[src/rtl/ram_sequencer.sv]
// Burst initiator for the single-port ram: auto-incrementing write/read bursts with a fixed-latency read return.
// Optional RAM_SEQ_WRAP_ERR_EN: adds err and rejects bursts that would cross the top of memory instead of wrapping.
module ram_sequencer #(
   parameter int DATA_WIDTH = 20,
   parameter int ADDR_WIDTH = 10
) (
   input  logic                  clk,
   input  logic                  rst,
   input  logic                  req_valid,
   output logic                  req_ready,
   input  logic                  req_write,
   input  logic [ADDR_WIDTH-1:0] req_addr,
   input  logic [ADDR_WIDTH-1:0] req_len,
   input  logic [DATA_WIDTH-1:0] wr_data,
   input  logic                  wr_valid,
   output logic                  wr_ready,
   output logic [DATA_WIDTH-1:0] rd_data,
   output logic                  rd_valid,
   output logic                  mem_write,
   output logic                  mem_load,
   output logic [ADDR_WIDTH-1:0] mem_address,
   output logic [DATA_WIDTH-1:0] mem_data,
   input  logic [DATA_WIDTH-1:0] mem_q,
   output logic                  busy,
   output logic                  done
`ifdef RAM_SEQ_WRAP_ERR_EN
   ,
   output logic                  err
`endif
);

   typedef enum logic [1:0] {S_IDLE, S_WRITE, S_READ, S_DRAIN} state_e;

   state_e                state_q, state_d;
   logic [ADDR_WIDTH-1:0] addr_q, addr_d;
   logic [ADDR_WIDTH-1:0] cnt_q, cnt_d;
   logic                  mem_write_q, mem_write_d;
   logic                  mem_load_q, mem_load_d;
   logic [ADDR_WIDTH-1:0] mem_address_q, mem_address_d;
   logic [DATA_WIDTH-1:0] mem_data_q, mem_data_d;
   logic [1:0]            pipe_q, pipe_d;
   logic [DATA_WIDTH-1:0] rd_data_q, rd_data_d;
   logic                  done_q, done_d;
   logic                  req_bad;

`ifdef RAM_SEQ_WRAP_ERR_EN
   localparam int RAM_DEPTH = 1 << ADDR_WIDTH;
   logic                  err_q, err_d;
   logic [ADDR_WIDTH:0]   req_end;

   assign req_end = {1'b0, req_addr} + {1'b0, req_len};
   assign req_bad = req_end > (ADDR_WIDTH+1)'(RAM_DEPTH - 1);
   assign err     = err_q;
`else
   assign req_bad = 1'b0;
`endif

   always_comb begin
      // NOTE: every next-state signal gets a default before the case so no path leaves one unassigned (no latches).
      state_d       = state_q;
      addr_d        = addr_q;
      cnt_d         = cnt_q;
      mem_write_d   = 1'b0;
      mem_load_d    = 1'b0;
      mem_address_d = mem_address_q;
      mem_data_d    = mem_data_q;
      done_d        = 1'b0;
`ifdef RAM_SEQ_WRAP_ERR_EN
      err_d         = 1'b0;
`endif
      // Loads issued two cycles ago are returning; mem_q is valid one cycle after mem_load.
      pipe_d        = {pipe_q[0], mem_load_q};
      rd_data_d     = pipe_q[0] ? mem_q : rd_data_q;

      unique case (state_q)
         S_IDLE: begin
            if (req_valid) begin
               if (req_bad) begin
                  done_d = 1'b1;
`ifdef RAM_SEQ_WRAP_ERR_EN
                  err_d  = 1'b1;
`endif
               end else begin
                  addr_d  = req_addr;
                  cnt_d   = req_len;
                  state_d = req_write ? S_WRITE : S_READ;
               end
            end
         end
         S_WRITE: begin
            if (wr_valid) begin
               mem_write_d   = 1'b1;
               mem_address_d = addr_q;
               mem_data_d    = wr_data;
               addr_d        = addr_q + ADDR_WIDTH'(1);
               cnt_d         = cnt_q - ADDR_WIDTH'(1);
               if (cnt_q == '0) begin
                  state_d = S_IDLE;
                  done_d  = 1'b1;
               end
            end
         end
         S_READ: begin
            mem_load_d    = 1'b1;
            mem_address_d = addr_q;
            addr_d        = addr_q + ADDR_WIDTH'(1);
            cnt_d         = cnt_q - ADDR_WIDTH'(1);
            if (cnt_q == '0) state_d = S_DRAIN;
         end
         S_DRAIN: begin
            // Last return word is on rd_valid now and nothing is behind it.
            if (pipe_q[1] && !pipe_q[0] && !mem_load_q) begin
               state_d = S_IDLE;
               done_d  = 1'b1;
            end
         end
         default: state_d = S_IDLE;
      endcase
   end

   // NOTE: sequential state uses non-blocking assignments so every register samples pre-edge values.
   always_ff @(posedge clk or posedge rst) begin
      if (rst) begin
         state_q       <= S_IDLE;
         addr_q        <= '0;
         cnt_q         <= '0;
         mem_write_q   <= 1'b0;
         mem_load_q    <= 1'b0;
         mem_address_q <= '0;
         mem_data_q    <= '0;
         pipe_q        <= '0;
         rd_data_q     <= '0;
         done_q        <= 1'b0;
`ifdef RAM_SEQ_WRAP_ERR_EN
         err_q         <= 1'b0;
`endif
      end else begin
         state_q       <= state_d;
         addr_q        <= addr_d;
         cnt_q         <= cnt_d;
         mem_write_q   <= mem_write_d;
         mem_load_q    <= mem_load_d;
         mem_address_q <= mem_address_d;
         mem_data_q    <= mem_data_d;
         pipe_q        <= pipe_d;
         rd_data_q     <= rd_data_d;
         done_q        <= done_d;
`ifdef RAM_SEQ_WRAP_ERR_EN
         err_q         <= err_d;
`endif
      end
   end

   assign req_ready   = (state_q == S_IDLE);
   assign wr_ready    = (state_q == S_WRITE);
   assign busy        = (state_q != S_IDLE);
   assign mem_write   = mem_write_q;
   assign mem_load    = mem_load_q;
   assign mem_address = mem_address_q;
   assign mem_data    = mem_data_q;
   assign rd_valid    = pipe_q[1];
   assign rd_data     = rd_data_q;
   assign done        = done_q;

endmodule

[config.mk]
export PLATFORM = sky130hd
export DESIGN_NAME = ram_sequencer
export DESIGN_NICKNAME = d
export VERILOG_FILES = /design/src/rtl/ram_sequencer.sv
export SDC_FILE = /design/constraint.sdc
export NUM_CORES = 1
export LEC_CHECK = 0
export CORE_MARGIN = 2
export CORE_UTILIZATION = 45
export CTS_CLUSTER_DIAMETER = 200
export DETAILED_ROUTE_END_ITERATION = 10
export PLACE_DENSITY = 0.87
export SETUP_SLACK_MARGIN = 0.1
export SYNTH_ARGS = -nofsm -noshare
export SYNTH_HDL_FRONTEND = slang
export SYNTH_SLANG_ARGS = --single-unit
[constraint.sdc]
create_clock -name clk -period 2.85 [get_ports clk]
set_input_delay 0.285 -clock clk [delete_from_list [all_inputs] [get_ports clk]]
set_output_delay 0.285 -clock clk [all_outputs]
set_load 0.005 [all_outputs]
==> out/summary.txt, run 1 <==
CLOCK TREE
----------------------------------------------------------------------------------------------------
Cells resized by post-CTS repair                                                                   0
Maximum buffer depth of the clock tree                                                             2
Clock tree from TritonCTS                                                                        yes
Clock Tree Root                                                                             clkbuf_8
Number of buffers created by CTS                                                                   9
Maximum level of the CTS H-tree                                                                    3
Clock-pin slew reported for the worst setup and hold paths after clock tree synthesis        0.08 ns
Number of post-CTS setup repair buffers                                                            0
Clock latency at the later pin of the worst-skew pair                                        0.34 ns
Number of hold buffers added after CTS                                                             0
Clk sinks                                                                                         77

WORST SETUP PATH
----------------------------------------------------------------------------------------------------
Worst setup slack for register-to-register paths                                             0.70 ns
Critical-path cell with the highest stage delay                                               and3_1
Worst-path maximum fanout                                                                         19
Series of cell instances along the critical path                                        inv_1 > ha_1 > nand2b_1 > and3_1 > buf_4 > a21oi_1 > a21oi_1
Slowest Stage Delay on Critical Path                                                         0.60 ns
Kind of cell with the highest combined delay on the critical path                       simple AND/OR/NAND/NOR gates
Buf+Inv Stages, Crit Path                                                                          2
Crit path DAT                                                                                2.41 ns
Most repeated library cell on the critical path                                              a21oi_1
Data required time at the worst endpoint                                                     3.11 ns
Worst setup EP type                                                                        flip-flop
Critical path class                                                                     flip-flop to flip-flop
Critical Path Source Type                                                                  flip-flop

GLOBAL ROUTE
----------------------------------------------------------------------------------------------------
First-pass GRT wire length                                                                   12.4 mm
Largest net degree at the start of global routing                                                 40
Via count of the first global-routing pass                                                      2568
GRT Util Overall                                                                               0.185
Initial antenna violation count                                                                    0
GRT overflow                                                                                       0

ROUTE
----------------------------------------------------------------------------------------------------
DRC marker count from the first detailed-route iteration                                         113
Wire length on met2                                                                          3.75 mm
Via Count                                                                                       2734
Overall routed net length                                                                    7.69 mm
Antenna-violating nets left                                                                        0
Number of vias per cell                                                                         5.23
Wirelength per Cell                                                                          14.7 um
Detailed-routed wire length on met3                                                           550 um
Number of design rule violations left after detail routing                                         0
Number of iterations in the first detailed-routing pass                                            4
Wire length on met1                                                                          3.32 mm
Top routing layer in use                                                                        met4

STA
----------------------------------------------------------------------------------------------------
Transition time at the pin with the least slew margin                                       0.844 ns
Slew Limit Fails                                                                                   0
Worst clock skew on the final layout                                                       0.0126 ns
Tightest slew margin relative to the limit                                                     0.436
Final min period                                                                             2.15 ns
Crit share post-route                                                                          0.753
Final-report setup violation count                                                                 0
Setup TNS                                                                                       0 ns
Final count of hold timing violations                                                              0
Setup repair after global routing missed its margin                                            false
Top achievable clock speed                                                                   466 MHz

FINAL LAYOUT
----------------------------------------------------------------------------------------------------
Area growth, synth to finish                                                                   42.9%
Antenna diodes                                                                                     0
Final #Nets                                                                                      488
Count of fill cells added during filler insertion                                                561
Commonest non-fill, non-tap cell in the layout                                          clkdlybuf4s50_1
Share of post-route cells with drive strength above 1                                          0.190
Most used cells in the layout excluding fill and tap cells                              clkdlybuf4s50_1, dfrtp_1, mux2_2
Finished layout cell area                                                               0.00499 sq mm

FLOORPLAN
----------------------------------------------------------------------------------------------------
Chip width                                                                                   92.1 um
Effective utilization at floorplan                                                             0.459
Cell Rows                                                                                         32
Vert. Die Dim                                                                                92.1 um
Area enclosed by the die boundary                                                       0.00848 sq mm
Placeable Area                                                                          0.00761 sq mm
Number of top-level design ports                                                                 122

POWER
----------------------------------------------------------------------------------------------------
Share of power burned in the clock network                                                     0.377
Net Switching                                                                             0.000430 W
Logic gate share of total power                                                                0.062
Internal Power                                                                             0.00152 W
Fraction of power spent switching nets                                                         0.221
Pwr/cell area                                                                            390 mW/mm^2
Reg power frac                                                                                 0.561
Peak supply drop                                                                          0.000248 V
Final Total Pwr                                                                            0.00194 W
Leakage power                                                                                2.20 nW

LOGIC SYNTHESIS
----------------------------------------------------------------------------------------------------
Post-synth EDFFs                                                                                   0
Simple-gate share of the synthesized area                                                      0.118
Synthesized area per cell                                                                 11.8 sq um
Compound-Gate Fraction of Synth Area                                                          0.0899
Number of distinct library cells after synthesis                                                  40
Post-Synthesis Cell Area                                                                0.00349 sq mm
Fraction of synthesized cell area in xor and xnor cells                                            0
Most common flop cell mapped by yosys                                                        dfrtp_1
Net count after synthesis                                                                        367
Total of warnings raised by yosys                                                                  0
Share of cell area taken by muxes after synthesis                                              0.185
Gate count of the mapped netlist                                                                 295
Proportion of register bits with asynchronous set or reset after synthesis                      1.00
Post-Synth Adder-Cell Area                                                                    0.0251
Combinational family with the most area after synthesis                                 multiplexers
Flop and latch count out of synthesis                                                             77
Register area share after synthesis                                                            0.552

PLACEMENT
----------------------------------------------------------------------------------------------------
Number of port buffers                                                                           121
Placer congestion estimate                                                                     0.792
Area after DPL                                                                          0.00481 sq mm
Estimated wirelength of the detail-placed design                                             5.69 mm

FLOW RUN
----------------------------------------------------------------------------------------------------
Number of max-cap violations                                                                       0

MIN PATH
----------------------------------------------------------------------------------------------------
Class of the worst hold path                                                            flip-flop to flip-flop

RUN STATUS
----------------------------------------------------------------------------------------------------
Outcome                                                                                    completed

==> power groups by stage <==
stage | Sequential, W | Clock [W] | Combinational (W)
final | 0.00109 | 0.000733 | 0.000121
after global routing | 0.00109 | 0.000807 | 0.000132
after CTS | 0.00109 | 0.000752 | 0.000123
after detailed placement | 0.00111 | 0 | 0.000122
after global placement | 0.00111 | 0 | 0.000121
after floorplan | 0.00111 | 0 | 0.0000235
==> cell families (layout without fill, tap and decap cells) <==
kind of cell | count (synthesis) | count (layout)
flops | 77 | 77
simple gates | 74 | 74
mux | 58 | 58
compound gates | 53 | 53
buf+inv | 26 | 152
fa+ha+maj | 7 | 7
==> final timing paths <==
path	startpoint	to	cells after the start
setup / recovery	state_q[0]$_DFFE_PP0P_	cnt_q[5]$_DFFE_PP0P_	7
hold / removal	mem_load$_DFF_PP0_	pipe_q[0]$_DFF_PP0_	0
setup reg to reg	state_q[0]$_DFFE_PP0P_	cnt_q[5]$_DFFE_PP0P_	7
hold reg to reg	mem_load$_DFF_PP0_	pipe_q[0]$_DFF_PP0_	0
max in group asynchronous	rst	rd_data[12]$_DFFE_PP0P_	3
min in group asynchronous	rst	rd_data[2]$_DFFE_PP0P_	2
==> synthesized netlist by cell type, drive strengths merged, types with 2 or more instances <==
| cell type | instances | share of area |
|---|---|---|
| dfrtp | 77 | 0.55 |
| mux2 | 51 | 0.16 |
| a21oi | 20 | 0.029 |
| nand2 | 19 | 0.020 |
| o21ai | 16 | 0.023 |
| nor2 | 14 | 0.015 |
| inv | 10 | 0.011 |
| nor3 | 10 | 0.017 |
| buf | 8 | 0.011 |
| clkbuf | 8 | 0.0090 |
| ha | 7 | 0.025 |
| mux2i | 7 | 0.020 |
| nand2b | 6 | 0.011 |
| nand3 | 6 | 0.0086 |
| nand4 | 6 | 0.011 |
| a211oi | 4 | 0.0086 |
| nor2b | 3 | 0.0054 |
| o22ai | 3 | 0.0054 |
| nor4b | 2 | 0.011 |
| o41ai | 2 | 0.0050 |
==> routing by layer <==
layer	GRT usage	vias to the layer above
met5	0	-
met1	0.239	1318
met4	0.0647	0
met2	0.301	102
met3	0.0501	10
li1	-	1304
==> through the flow <==
step | util | hold WS [ns] | std cells | setup slack, ns
2_1_floorplan | - | 0.391 | 295 | 0.598
3_3_place_gp | 0.633 | 0.407 | 507 | 0.778
3_5_place_dp | 0.633 | 0.418 | 507 | 0.691
4_1_cts | 0.656 | 0.429 | 523 | 0.712
5_1_grt | 0.656 | 0.432 | 523 | 0.477
6_report | 0.656 | 0.414 | 523 | 0.703
==> worst register-to-register path: cells and delay by family (launching register included) <==
kind / cells / cell delay, ns
and+or+nand+nor: 2 / 0.82
buffers and inverters: 2 / 0.38
DFF: 1 / 0.43
adders and majority gates: 1 / 0.25
AOI/OAI and AO/OA: 2 / 0.20
==> area by class of cell <==
| class | count | area [sq um] | area share |
|---|---|---|---|
| flip-flops and latches | 77 | 1930 | 0.386 |
| repair buffers | 126 | 1260 | 0.253 |
| well taps | 102 | 128 | 0.0256 |
| inverters | 10 | 37.5 | 0.00752 |
| multi-input cells | 192 | 1460 | 0.292 |
| clock buffers | 11 | 141 | 0.0283 |
| clock inverters | 5 | 36.3 | 0.00727 |
==> state kept, by name, indices dropped and copies added (netlist names) <==
name,cells
mem_load,1
mem_write,1
rd_data,20
mem_data,20
cnt_q,10
pipe_q,2
addr_q,10
mem_address,10
done,1
state_q,2
Power figures use the tool's default switching activity.
==> run 2: changes to the inputs <==
==> constraint.sdc (replaced) <==
create_clock -name clk -period 2.2 [get_ports clk]
set_input_delay 0.22 -clock clk [delete_from_list [all_inputs] [get_ports clk]]
set_output_delay 0.22 -clock clk [all_outputs]
set_load 0.005 [all_outputs]
==> out/summary.txt, run 2 (same netlist as run 1, synthesis figures left out) <==
STA
----------------------------------------------------------------------------------------------------
Top achievable clock speed                                                                   527 MHz
Worst clock skew on the final layout                                                       0.0118 ns   -0.000831 ns
Transition time at the pin with the least slew margin                                       0.571 ns   -0.273 ns
Final count of hold timing violations                                                              0   unchanged
Final-report setup violation count                                                                 0   unchanged
Tightest slew margin relative to the limit                                                     0.619   +0.183
Slew Limit Fails                                                                                   0   unchanged
Setup repair after global routing missed its margin                                            false
Final min period                                                                             1.90 ns
Crit share post-route                                                                          0.863
Setup TNS                                                                                       0 ns   unchanged

FINAL LAYOUT
----------------------------------------------------------------------------------------------------
Count of fill cells added during filler insertion                                                563   +0.36%
Finished layout cell area                                                               0.00507 sq mm   +1.5%
Final #Nets                                                                                      495   +1.4%
Most used cells in the layout excluding fill and tap cells                              clkdlybuf4s50_1, dfrtp_1, mux2_2
Antenna diodes                                                                                     0   unchanged
Final standard cell utilization of the core                                                    0.666   +0.0100
Area growth, synth to finish                                                                   45.1%
Share of post-route cells with drive strength above 1                                          0.206   +0.0161
Commonest non-fill, non-tap cell in the layout                                          clkdlybuf4s50_1

PLACEMENT
----------------------------------------------------------------------------------------------------
Number of port buffers                                                                           121   unchanged
Estimated wirelength of the detail-placed design                                             5.98 mm   +5.1%
Placer congestion estimate                                                                     0.814   +2.8%
Area after DPL                                                                          0.00487 sq mm   +1.2%

FLOW RUN
----------------------------------------------------------------------------------------------------
Number of max-cap violations                                                                       0   unchanged

GLOBAL ROUTE
----------------------------------------------------------------------------------------------------
First-pass GRT wire length                                                                   12.8 mm   +3.2%
Met2 usage in global routing                                                                   0.320   +0.0190
GRT Util Overall                                                                               0.190   +0.00514
Met1 routing resource usage after global routing                                               0.246   +0.00691
Fraction of met3 tracks used by global routing                                                0.0370   -0.0131
Via count of the first global-routing pass                                                      2745   +6.9%
Initial antenna violation count                                                                    0   unchanged
GRT busiest layer                                                                               met2
Largest net degree at the start of global routing                                                 46   +15%
GRT overflow                                                                                       0   unchanged

WORST SETUP PATH
----------------------------------------------------------------------------------------------------
Worst setup slack for register-to-register paths                                             0.35 ns   -0.35 ns
Startpoint of the worst-slack reg-to-reg timing path                                    cnt_q[0]$_DFFE_PP0P_
Data required time at the worst endpoint                                                     1.98 ns   -1.13 ns
Worst setup EP type                                                                     primary output
Critical Path Source Type                                                                  flip-flop
Crit path DAT                                                                                1.68 ns   -0.73 ns
Critical path class                                                                     flip-flop to primary output
Worst-path maximum fanout                                                                          5   -14
Origin of the worst setup path                                                          state_q[0]$_DFFE_PP0P_

POWER
----------------------------------------------------------------------------------------------------
Peak supply drop                                                                          0.000252 V   +1.5%
Leakage power                                                                                2.24 nW   +2.1%
Final Total Pwr                                                                            0.00260 W   +34%
Pwr/cell area                                                                            513 mW/mm^2   +32%

FLOORPLAN
----------------------------------------------------------------------------------------------------
Cell Rows                                                                                         32   unchanged
Effective utilization at floorplan                                                             0.459   unchanged
Placeable Area                                                                          0.00761 sq mm   unchanged
Chip width                                                                                   92.1 um   unchanged
Number of top-level design ports                                                                 122   unchanged
Vert. Die Dim                                                                                92.1 um   unchanged
Area enclosed by the die boundary                                                       0.00848 sq mm   unchanged

CLOCK TREE
----------------------------------------------------------------------------------------------------
Clock Tree Root                                                                             clkbuf_8
Number of post-CTS setup repair buffers                                                            0   unchanged
Clk sinks                                                                                         77   unchanged
Clock tree from TritonCTS                                                                        yes
Maximum level of the CTS H-tree                                                                    3   unchanged
Maximum buffer depth of the clock tree                                                             2   unchanged
Clock-pin slew reported for the worst setup and hold paths after clock tree synthesis        0.08 ns   about the same
Number of buffers created by CTS                                                                   9   unchanged
Clock latency at the later pin of the worst-skew pair                                        0.34 ns   about the same

ROUTE
----------------------------------------------------------------------------------------------------
DRC marker count from the first detailed-route iteration                                          77   -32%
Via Count                                                                                       2751   +0.62%
Overall routed net length                                                                    7.88 mm   +2.4%
Number of design rule violations left after detail routing                                         0   unchanged
Number of vias per cell                                                                         5.20   -0.52%
Antenna-violating nets left                                                                        0   unchanged
Number of iterations in the first detailed-routing pass                                            4   unchanged
Wirelength per Cell                                                                          14.9 um   +1.2%

MIN PATH
----------------------------------------------------------------------------------------------------
Class of the worst hold path                                                            input pin to asynchronous set/reset pin

RUN STATUS
----------------------------------------------------------------------------------------------------
Outcome                                                                                    completed

## run 2: cell types whose count changed in the layout (fill, tap and decap cells not counted), sizes merged
cell / delta
clkinvlp: -2
buf: +7
inv: -1
bufinv: +1
clkinv: +1
## run 2: worst paths after layout
path / cells after the start / end
min in group clk: 0 / pipe_q[0]$_DFF_PP0_
max in group asynchronous: 3 / mem_address[8]$_DFFE_PP0P_
max reg2reg: 6 / state_q[1]$_DFFE_PP0P_
max: 4 / busy
min: 3 / mem_data[15]$_DFFE_PP0P_
min reg2reg: 0 / pipe_q[0]$_DFF_PP0_
## run 2: routing by layer
layer | wire (um) | share of wire
met5 | 0 | 0
met4 | 102 | 0.013
met3 | 447 | 0.057
met2 | 3840 | 0.49
met1 | 3490 | 0.44
## run 2: stage by stage
stage	setup slack (ns)	hold WS, ns	std cells
after floorplan	0.407	0.365	295
after global placement	0.349	0.388	514
after detailed placement	0.288	0.413	514
after CTS	0.221	0.350	529
after global routing	0.200	0.388	529
final	0.302	0.341	529
## run 2: layout make-up
class                   count  area (sq um)  area share
well taps                 102           128      0.0252
inverters                  10          41.3     0.00815
repair buffers            133          1310       0.259
flip-flops and latches     77          1930       0.380
clock inverters             4          48.8     0.00963
clock buffers              11           141      0.0279
multi-input cells         192          1470       0.289
## run 2: critical path, stage by stage (launching register included)
cell and delay, ns:
dfrtp_1 0.42, inv_1 0.08, ha_2 0.21, inv_1 0.09, clkdlybuf4s50_1 0.55
## run 2: where the power goes
| part | leakage, nW | switching (W) | internal, W |
|---|---|---|---|
| Sequential | 1.06 | 0 | 0.00141 |
| Clock | 0.0992 | 0.000481 | 0.000548 |
| Combinational | 1.09 | 0.0000496 | 0.000108 |
## run 2: what timing repair did
| action | in CTS | in global routing |
|---|---|---|
| hold buffers | 0 | 0 |
| gates resized for setup | 0 | 2 |
| endpoints found under the hold margin | 0 | 0 |
| setup endpoints to repair | 0 | 2 |
==> run 3: changes to the inputs <==
--- a/config.mk
+++ b/config.mk
@@ -6,10 +6,10 @@
 export NUM_CORES = 1
 export LEC_CHECK = 0
 export CORE_MARGIN = 2
-export CORE_UTILIZATION = 45
+export CORE_UTILIZATION = 40
 export CTS_CLUSTER_DIAMETER = 200
 export DETAILED_ROUTE_END_ITERATION = 10
-export PLACE_DENSITY = 0.87
+export PLACE_DENSITY = 0.79
 export SETUP_SLACK_MARGIN = 0.1
 export SYNTH_ARGS = -nofsm -noshare
 export SYNTH_HDL_FRONTEND = slang
==> out/summary.txt, run 3 (same netlist as run 1, synthesis figures left out) <==
STA
----------------------------------------------------------------------------------------------------
Transition time at the pin with the least slew margin                                       0.552 ns   -0.0189 ns
Setup repair after global routing missed its margin                                            false
Final-report setup violation count                                                                 0   unchanged
Final min period                                                                             1.96 ns   +0.0617 ns
Top achievable clock speed                                                                   510 MHz   -3.1%
Worst clock skew on the final layout                                                      0.00547 ns   -0.00629 ns
Tightest slew margin relative to the limit                                                     0.631   +0.0118
Setup TNS                                                                                       0 ns   unchanged
Worst Hold Margin                                                                           0.281 ns   -0.0600 ns
Crit share post-route                                                                          0.891   +0.0280
Slew Limit Fails                                                                                   0   unchanged
Final count of hold timing violations                                                              0   unchanged

CLOCK TREE
----------------------------------------------------------------------------------------------------
Clk sinks                                                                                         77   unchanged
Maximum buffer depth of the clock tree                                                             2   unchanged
Clock Tree Root                                                                             clkbuf_8
Clock latency at the later pin of the worst-skew pair                                        0.34 ns   about the same
Number of post-CTS setup repair buffers                                                            0   unchanged
Clock-pin slew reported for the worst setup and hold paths after clock tree synthesis        0.08 ns   about the same
Number of buffers created by CTS                                                                   9   unchanged
Maximum level of the CTS H-tree                                                                    3   unchanged
Clock tree from TritonCTS                                                                        yes

FLOORPLAN
----------------------------------------------------------------------------------------------------
Area enclosed by the die boundary                                                       0.00949 sq mm   +12%
Chip width                                                                                   97.4 um   +5.8%
Cell Rows                                                                                         34   +6.3%
Placeable Area                                                                          0.00859 sq mm   +13%
Vert. Die Dim                                                                                97.4 um   +5.8%
Number of top-level design ports                                                                 122   unchanged
Effective utilization at floorplan                                                             0.406   -0.0527

ROUTE
----------------------------------------------------------------------------------------------------
Number of iterations in the first detailed-routing pass                                            4   unchanged
Antenna-violating nets left                                                                        0   unchanged
Number of design rule violations left after detail routing                                         0   unchanged
Number of vias per cell                                                                         5.05   -2.9%
DRC marker count from the first detailed-route iteration                                         115   +49%
Overall routed net length                                                                    7.71 mm   -2.2%
Wirelength per Cell                                                                          14.5 um   -2.7%
Via Count                                                                                       2685   -2.4%

WORST SETUP PATH
----------------------------------------------------------------------------------------------------
Data required time at the worst endpoint                                                     1.98 ns   about the same
Critical-path cell with the highest stage delay                                         clkdlybuf4s50_1
Worst setup slack for register-to-register paths                                             0.34 ns   about the same
Worst setup EP type                                                                     primary output
Most repeated library cell on the critical path                                                inv_1
Slowest Stage Delay on Critical Path                                                         0.53 ns   -0.02 ns
Crit path DAT                                                                                1.74 ns   +0.06 ns
Critical Path Source Type                                                                  flip-flop
Series of cell instances along the critical path                                        inv_1 > ha_1 > inv_1 > clkdlybuf4s50_1
Worst-path maximum fanout                                                                          5   unchanged
Critical path class                                                                     flip-flop to primary output

GLOBAL ROUTE
----------------------------------------------------------------------------------------------------
Initial antenna violation count                                                                    0   unchanged
GRT overflow                                                                                       0   unchanged
Via count of the first global-routing pass                                                      2609   -5.0%
First-pass GRT wire length                                                                   12.7 mm   -1.2%
Largest net degree at the start of global routing                                                 50   +8.7%
GRT Util Overall                                                                               0.165   -0.0250

PLACEMENT
----------------------------------------------------------------------------------------------------
Placer congestion estimate                                                                     0.785   -3.5%
Estimated wirelength of the detail-placed design                                             5.66 mm   -5.4%
Area after DPL                                                                          0.00487 sq mm   about the same
Number of port buffers                                                                           121   unchanged

RUN STATUS
----------------------------------------------------------------------------------------------------
Outcome                                                                                    completed

FINAL LAYOUT
----------------------------------------------------------------------------------------------------
Share of post-route cells with drive strength above 1                                          0.198   -0.00798
Antenna diodes                                                                                     0   unchanged
Area growth, synth to finish                                                                   47.8%
Most used cells in the layout excluding fill and tap cells                              clkdlybuf4s50_1, dfrtp_1, mux2_2
Final #Nets                                                                                      491   -0.81%
Commonest non-fill, non-tap cell in the layout                                          clkdlybuf4s50_1
Finished layout cell area                                                               0.00516 sq mm   +1.9%

POWER
----------------------------------------------------------------------------------------------------
Pwr/cell area                                                                            596 mW/mm^2   +16%
Peak supply drop                                                                          0.000341 V   +35%
Leakage power                                                                                2.28 nW   +1.4%

FLOW RUN
----------------------------------------------------------------------------------------------------
Number of max-cap violations                                                                       0   unchanged

MIN PATH
----------------------------------------------------------------------------------------------------
Class of the worst hold path                                                            input pin to asynchronous set/reset pin

run 3: changes by cell type in the layout (fill, tap and decap cells not counted):
cell	delta
bufinv_16	+4
clkbuf_8	-1
buf_12	+2
ha_2	-1
clkinv_2	-2
ha_1	+1
buf_4	-6
run 3: timing repair:
action / CTS / global route
gates resized for setup: 0 / 1
hold buffers: 0 / 0
endpoints found under the setup margin: 0 / 2
run 3: cell type report:
class,instances,area [sq um]
inverter,10,41.3
fill,681,3430
timing repair buffer,129,1310
sequential,77,1930
clock buffer,10,128
tap,108,135
multi-input combinational,192,1460
clock inverter,6,159
run 3: power breakdown:
group | internal, W | total (W) | switching [W]
clock network | 0.000986 | 0.00150 | 0.000515
logic | 0.000112 | 0.000162 | 0.0000497
registers | 0.00141 | 0.00141 | 0
run 3: stage by stage:
step / std cells / setup WS, ns / power [W] / utilization
after global placement: 516 / 0.327 / 0.00160 / 0.567
after global routing: 532 / 0.137 / 0.00320 / 0.601
after detailed placement: 516 / 0.200 / 0.00161 / 0.567
final: 532 / 0.241 / 0.00308 / 0.601
after CTS: 532 / 0.182 / 0.00312 / 0.600
after floorplan: 295 / 0.407 / 0.00147 / -
run 3: worst paths after layout:
kind                       depth (start not counted)                       to                   start
max                                                4                     busy  state_q[0]$_DFFE_PP0P_
min                                                2  rd_data[15]$_DFFE_PP0P_                     rst
max reg2reg                                        6   state_q[0]$_DFFE_PP0P_  state_q[0]$_DFFE_PP0P_
min reg2reg                                        0      pipe_q[0]$_DFF_PP0_      mem_load$_DFF_PP0_
max in group asynchronous                          3  mem_data[3]$_DFFE_PP0P_                     rst
min in group clk                                   0      pipe_q[0]$_DFF_PP0_      mem_load$_DFF_PP0_
run 3: critical path: cells and delay by family (launching register included):
kind | cells | cell delay (ns)
DFF | 1 | 0.42
adders and majority gates | 1 | 0.26
buffers and inverters | 3 | 0.73
run 3: per-layer routing:
metal | part of all wire | GRT usage | up-vias
met2 | 0.46 | 0.250 | 91
met4 | 0.014 | 0.0524 | 0
met3 | 0.070 | 0.0626 | 8
met5 | 0 | 0 | -
met1 | 0.45 | 0.220 | 1285
li1 | - | - | 1301
